==> config.mk <==
export PLATFORM = sky130hd
export DESIGN_NAME = fp16_conv_arbiter_flat
export DESIGN_NICKNAME = d
export VERILOG_FILES = /design/src/rtl/fp16_conv_arbiter_pkg.sv /design/src/rtl/fp16_conv_arbiter_if.sv /design/src/rtl/fp16_conv_arbiter_rr_arbiter.sv /design/src/rtl/fp16_conv_arbiter.sv /design/src/flat_wrapper.sv
export SDC_FILE = /design/constraint.sdc
export NUM_CORES = 1
export LEC_CHECK = 0
export BUFFER_PORTS_ARGS = -buffer_cell sky130_fd_sc_hd__clkbuf_2
export CAP_MARGIN = 40
export CORE_ASPECT_RATIO = 0.7
export CORE_MARGIN = 2
export CORE_UTILIZATION = 55
export CTS_CLUSTER_SIZE = 24
export DETAILED_ROUTE_END_ITERATION = 10
export GPL_TIMING_DRIVEN = 0
export PLACE_DENSITY = 0.8
export SYNTH_ARGS = -nofsm -noshare
export SYNTH_HDL_FRONTEND = slang
export SYNTH_SLANG_ARGS = --single-unit
==> constraint.sdc <==
create_clock -name clk -period 5.25 [get_ports clk]
set_input_delay 0.525 -clock clk [delete_from_list [all_inputs] [get_ports clk]]
set_output_delay 0.525 -clock clk [all_outputs]
set_load 0.03 [all_outputs]
==> src/rtl/fp16_conv_arbiter_pkg.sv <==
// Shared fp16 field constants and the fp16 magnitude to uint16 conversion
// used by the conversion arbiter datapath.
package fp16_conv_arbiter_pkg;

    localparam int unsigned FP16_W       = 16;
    localparam int unsigned FP16_EXP_W   = 5;
    localparam int unsigned FP16_MANT_W  = 10;
    localparam int unsigned FP16_BIAS    = 15;
    localparam int unsigned FP16_EXP_MAX = 31;

    // Magnitude only; zero, subnormal, inf, NaN and values below 1.0 map to 0
    function automatic logic [FP16_W-1:0] fp16_to_u16(input logic [FP16_W-1:0] x);
        logic [FP16_EXP_W-1:0]  e;
        logic [FP16_MANT_W-1:0] m;
        logic [FP16_EXP_W-1:0]  k;
        logic [FP16_W-1:0]      v;
        logic [FP16_W-1:0]      r;
        e = x[FP16_W-2 -: FP16_EXP_W];
        m = x[FP16_MANT_W-1:0];
        v = FP16_W'({1'b1, m});
        k = e - FP16_EXP_W'(FP16_BIAS);
        if (e == '0 || e == FP16_EXP_W'(FP16_EXP_MAX) || e < FP16_EXP_W'(FP16_BIAS)) begin
            r = '0;
        end else if (k <= FP16_EXP_W'(FP16_MANT_W)) begin
            r = v >> (FP16_EXP_W'(FP16_MANT_W) - k);
        end else begin
            r = v << (k - FP16_EXP_W'(FP16_MANT_W));
        end
        return r;
    endfunction

endpackage

==> src/rtl/fp16_conv_arbiter_if.sv <==
// Request/response bundle between fp16 requesters, the shared converter and
// the integer consumer.
interface fp16_conv_arbiter_if #(
    parameter int unsigned N_REQ = 4,
    parameter int unsigned ID_W  = 2
);
    logic [N_REQ-1:0]    req_valid;
    logic [16*N_REQ-1:0] req_data;
    logic [N_REQ-1:0]    req_ready;
    logic                resp_valid;
    logic [ID_W-1:0]     resp_id;
    logic [15:0]         resp_data;
    logic                resp_ready;
    logic                busy;

    modport master (
        output req_valid, req_data, resp_ready,
        input  req_ready, resp_valid, resp_id, resp_data, busy
    );

    modport slave (
        input  req_valid, req_data, resp_ready,
        output req_ready, resp_valid, resp_id, resp_data, busy
    );
endinterface

==> src/rtl/fp16_conv_arbiter_rr_arbiter.sv <==
// Round-robin arbiter: searches cyclically from the last granted index + 1
// and moves its pointer only when the caller reports a completed transfer.
module fp16_conv_arbiter_rr_arbiter #(
    parameter  int unsigned N     = 4,
    localparam int unsigned IDX_W = (N > 1) ? $clog2(N) : 1
) (
    input  logic             clk,
    input  logic             rst,
    input  logic [N-1:0]     req,
    input  logic             enable,
    input  logic             update,
    output logic [N-1:0]     grant,
    output logic [IDX_W-1:0] grant_idx
);

    logic [IDX_W-1:0] last;
    logic [IDX_W-1:0] cand;
    logic             found;

    always_ff @(posedge clk or negedge rst) begin
        if (!rst) begin
            last <= IDX_W'(N - 1);
        end else if (update) begin
            last <= grant_idx;
        end
    end

    always_comb begin
        grant     = '0;
        grant_idx = '0;
        found     = 1'b0;
        cand      = '0;
        for (int unsigned off = 1; off <= N; off++) begin
            cand = IDX_W'((32'(last) + off) % N);
            if (enable && !found && req[cand]) begin
                found       = 1'b1;
                grant[cand] = 1'b1;
                grant_idx   = cand;
            end
        end
    end

endmodule

==> src/rtl/fp16_conv_arbiter.sv <==
// Shares one fp16->uint16 converter among N_REQ requesters through a
// round-robin grant and a two-stage pipeline with a single tagged response.
module fp16_conv_arbiter
    import fp16_conv_arbiter_pkg::*;
#(
    parameter int unsigned N_REQ = 4,
    parameter int unsigned ID_W  = 2
) (
    input logic               clk,
    input logic               rst,
    fp16_conv_arbiter_if.slave bus
);

    localparam int unsigned IDX_W = (N_REQ > 1) ? $clog2(N_REQ) : 1;

    logic              adv;
    logic              xfer;
    logic [N_REQ-1:0]  grant;
    logic [IDX_W-1:0]  grant_idx;
    logic [FP16_W-1:0] sel_data;

    logic              s0_valid;
    logic [ID_W-1:0]   s0_id;
    logic [FP16_W-1:0] s0_data;
    logic              s1_valid;
    logic [ID_W-1:0]   s1_id;
    logic [FP16_W-1:0] s1_data;
    logic              busy_q;

    // Both stages move together whenever the output slot is free or draining
    assign adv  = ~s1_valid | bus.resp_ready;
    assign xfer = |(bus.req_valid & bus.req_ready);

    fp16_conv_arbiter_rr_arbiter #(.N(N_REQ)) u_arb (
        .clk       (clk),
        .rst       (rst),
        .req       (bus.req_valid),
        .enable    (adv & rst),
        .update    (xfer),
        .grant     (grant),
        .grant_idx (grant_idx)
    );

    // A lone requester sees the raw pipeline advance, independent of its valid
    if (N_REQ == 1) begin : g_single
        assign bus.req_ready = adv & rst;
    end else begin : g_multi
        assign bus.req_ready = grant;
    end

    always_comb begin
        sel_data = '0;
        for (int unsigned i = 0; i < N_REQ; i++) begin
            if (grant[i]) begin
                sel_data = bus.req_data[16*i +: 16];
            end
        end
    end

    always_ff @(posedge clk or negedge rst) begin
        if (!rst) begin
            s0_valid <= 1'b0;
            s0_id    <= '0;
            s0_data  <= '0;
            s1_valid <= 1'b0;
            s1_id    <= '0;
            s1_data  <= '0;
            busy_q   <= 1'b0;
        end else if (adv) begin
            s0_valid <= xfer;
            s1_valid <= s0_valid;
            busy_q   <= xfer | s0_valid;
            if (xfer) begin
                s0_id   <= ID_W'(grant_idx);
                s0_data <= sel_data;
            end
            if (s0_valid) begin
                s1_id   <= s0_id;
                s1_data <= fp16_to_u16(s0_data);
            end
        end
    end

    assign bus.resp_valid = s1_valid;
    assign bus.resp_id    = s1_id;
    assign bus.resp_data  = s1_data;
    assign bus.busy       = busy_q;

endmodule
==> src/flat_wrapper.sv <==
// flat-port wrapper written by rule: the top's interface ports become plain ports
module fp16_conv_arbiter_flat import fp16_conv_arbiter_pkg::*;
#(
    parameter int unsigned N_REQ = 4,
    parameter int unsigned ID_W  = 2
)
  (clk, rst, bus_req_valid, bus_req_data, bus_resp_ready, bus_req_ready, bus_resp_valid, bus_resp_id, bus_resp_data, bus_busy);
  fp16_conv_arbiter_if #(.N_REQ(N_REQ), .ID_W(ID_W)) bus_i ();
  input logic clk;
  input logic rst;
  input wire logic [$bits(bus_i.req_valid)-1:0] bus_req_valid;
  input wire logic [$bits(bus_i.req_data)-1:0] bus_req_data;
  input wire logic [$bits(bus_i.resp_ready)-1:0] bus_resp_ready;
  output wire logic [$bits(bus_i.req_ready)-1:0] bus_req_ready;
  output wire logic [$bits(bus_i.resp_valid)-1:0] bus_resp_valid;
  output wire logic [$bits(bus_i.resp_id)-1:0] bus_resp_id;
  output wire logic [$bits(bus_i.resp_data)-1:0] bus_resp_data;
  output wire logic [$bits(bus_i.busy)-1:0] bus_busy;
  assign bus_i.req_valid = bus_req_valid;
  assign bus_i.req_data = bus_req_data;
  assign bus_i.resp_ready = bus_resp_ready;
  assign bus_req_ready = bus_i.req_ready;
  assign bus_resp_valid = bus_i.resp_valid;
  assign bus_resp_id = bus_i.resp_id;
  assign bus_resp_data = bus_i.resp_data;
  assign bus_busy = bus_i.busy;
  fp16_conv_arbiter #(.N_REQ(N_REQ), .ID_W(ID_W)) u_core (.clk(clk), .rst(rst), .bus(bus_i));
endmodule
==> metrics.md <==
| Metric | Value |
|---|---|
| Run status | `finished clean` |
| CTS resizes | `0` |
| WP data required | `4.72 ns` |
| Die height | `74.1 um` |
| Peak Freq | `214 MHz` |
| Fraction of registers with async set/reset | `100%` |
| DP HPWL | `9020 um` |
| Wire per inst | `16.9 um` |
| Core area | `6790 um2` |
| Setup crit end kind | `output pin` |
| Post-Layout Inst Area | `4560 um2` |
| Setup violations, final | `0` |
| Crit-path max FO | `10` |
| First-pass GRT wire length | `19000 um` |
| Hold Fails Final Rpt | `0` |
| H-tree depth | `2` |
| Nets@finish | `673` |
| Placed inst area | `4460 um2` |
| Initial core utilization | `57.0%` |
| Max Buffers Root-to-Sink | `2` |
| Worst r2r src | `u_core.s0_data[10]` |
| Gpl congestion | `0.975` |
| CTS tree | `yes` |
| Post-layout min period | `4.66 ns` |
| Sequential cell area | `1000 um2` |
| TNS Setup | `0 ns` |
| Net count after synthesis | `575` |
| Area of the multi-input gates | `2630 um2` |
| Fin. max-slew vios | `0` |
| Worst Setup SP | `u_core.u_arb.last[0]` |
| Root cell of the clock tree | `clkbuf_8` |
| CTS Sinks | `40` |
| Drt via density | `6.15` |
| Kind of critical path | `reg2out` |
| Synth-to-layout area growth | `17.8%` |
| CTS Buf Count | `5` |
| FILL cells | `614` |
| Layout cells sized above 1 | `22.6%` |
| Starting DRT DRC Count | `378` |
| Port Buffers | `90` |
| Startpoint types | `flip-flop` |
| Mapped cell area | `3870 um2` |
| Commonest non-fill, non-tap cell in the layout | `clkbuf_2` |
| Slew of the pin with the lowest slew margin | `0.861 ns` |
| Grt ovf | `0` |
| WL final | `11500 um` |
| DRC errors left | `0` |
| Clock transition at path regs | `0.09 ns` |
| Register area share after synthesis | `26.0%` |
| Ys flop type | `dfrtp_1` |
| Hold crit path type | `in2async` |
| Via count | `4195` |
| Post-synth EDFFs | `0` |
| Worst EP arrival | `4.14 ns` |
| Final core occ | `67.1%` |
| Unrepaired setup endpoints after global routing | `false` |
| Yosys Warn Count | `0` |
| Tcrit/Tclk final | `88.8%` |
| Die W | `104 um` |
| Num ports | `95` |
| Total track usage | `30.7%` |
| Mapped Cells | `489` |
| Antenna violations before repair | `0` |
| Setup Fix Bufs, Post-CTS | `0` |
| Routed Antenna Nets | `0` |
| Full die area | `7730 um2` |
| Pin count of the biggest net entering global routing | `26` |
| Ant. Diodes | `0` |
| Cts hold-fix bufs | `0` |
| First-pass detailed-route iteration total | `5` |
| Skew final | `0.00908 ns` |
| FF+latch count, synth | `40` |
| Cell row count | `25` |
| Max Cap Viol | `0` |
| Slew margin rel. | `42.2%` |
| Synth unique cells | `61` |
| Vias in the first global route | `3893` |
| Clock Latency Late Sink | `0.30 ns` |
| Synthesized area per cell | `7.91 um2` |
| Most frequent cells in the layout | `90 x clkbuf_2, 65 x nand2_1, 41 x o21ai_0` |
==> cell families after synthesis <==
group	count (synthesis)	synth area share, %
flip-flops	40	26.0
adder cells (fa/ha/maj)	15	4.85
XOR/XNOR	9	2.04
multiplexers	36	11.4
buffers and inverters	55	5.95
AND/OR/NAND/NOR	181	23.7
AO/OA/AOI/OAI	153	26.2
==> layout make-up <==
class / instances / share of cell area, %
Multi-Input combinational cell: 394 / 57.8
Clock buffer: 7 / 1.90
Sequential cell: 40 / 22.0
Inverter: 16 / 1.32
Tap cell: 94 / 2.58
Clock inverter: 1 / 0.165
Timing Repair Buffer: 91 / 10.5
Buffer: 39 / 3.74
==> Yosys cell counts (all sizes together) (5+ instances only) <==
master | number | area share (%)
nand2b | 5 | 0.81
nand3 | 14 | 1.8
o221ai | 15 | 3.4
a21oi | 32 | 4.4
and2 | 7 | 1.1
xor2 | 6 | 1.4
nor3 | 20 | 2.6
nor4b | 16 | 3.6
dfrtp | 38 | 25
nand2 | 65 | 6.3
ha | 15 | 4.9
a31oi | 17 | 2.8
mux2 | 21 | 6.5
a211oi | 5 | 0.97
mux2i | 12 | 3.1
o21ai | 42 | 5.4
a22o | 5 | 1.1
nor2b | 8 | 1.3
inv | 15 | 1.5
nor2 | 28 | 2.7
clkbuf | 35 | 3.4
==> critical path, cell delays in order, from the launching register on <==
cell and delay (ns):
dfstp_2 0.57, buf_2 0.24, clkbuf_1 0.40, inv_1 0.17
ha_1 0.39, mux4_2 0.39, a221o_1 0.40, a21oi_1 0.57
clkbuf_1 0.41, inv_1 0.09, clkbuf_2 0.20
==> metrics by stage <==
stage               instances  hold WS (ns)  worst slack, ns
floorplan                 489         0.229             1.47
global placement          673         0.454            0.957
detailed placement        674         0.460            0.956
CTS                       682         0.224            0.620
global route              682         0.234            0.350
finish                    682         0.206            0.586
==> metal layers <==
| layer | up-vias | share of wire [%] | GRT usage, % |
|---|---|---|---|
| li1 | 2020 | - | - |
| met1 | 1963 | 48 | 45.1 |
| met2 | 200 | 41 | 47.5 |
| met3 | 12 | 10 | 6.75 |
| met4 | 0 | 0.79 | 5.41 |
| met5 | - | 0 | 0 |
==> path summary, 6_finish.rpt <==
kind | endpoint | slack (ns) | cells after the start
max in group asynchronous | u_core.u_arb.last[0] | 4.45 | 2
setup reg to reg | u_core.bus.resp_data[10] | 0.80 | 14
setup / recovery | bus_req_ready[0] | 0.59 | 10
hold / removal | u_core.bus.resp_data[13] | 0.21 | 1
min in group clk | u_core.s0_data[14] | 0.46 | 3
hold reg to reg | u_core.bus.resp_data[10] | 0.47 | 2
==> flip-flops by register name (all words and copies together) (netlist names) <==
register / cells
u_core.bus.resp_data: 16
u_core.u_arb.last: 2
u_core.bus.busy: 1
u_core.bus.resp_valid: 1
u_core.bus.resp_id: 2
u_core.s0_id: 2
u_core.s0_valid: 1
u_core.s0_data: 15
Power is left out: the tool's default activity adds up to more than one toggle a clock period on the data nets, which glitch-free logic cannot reach.
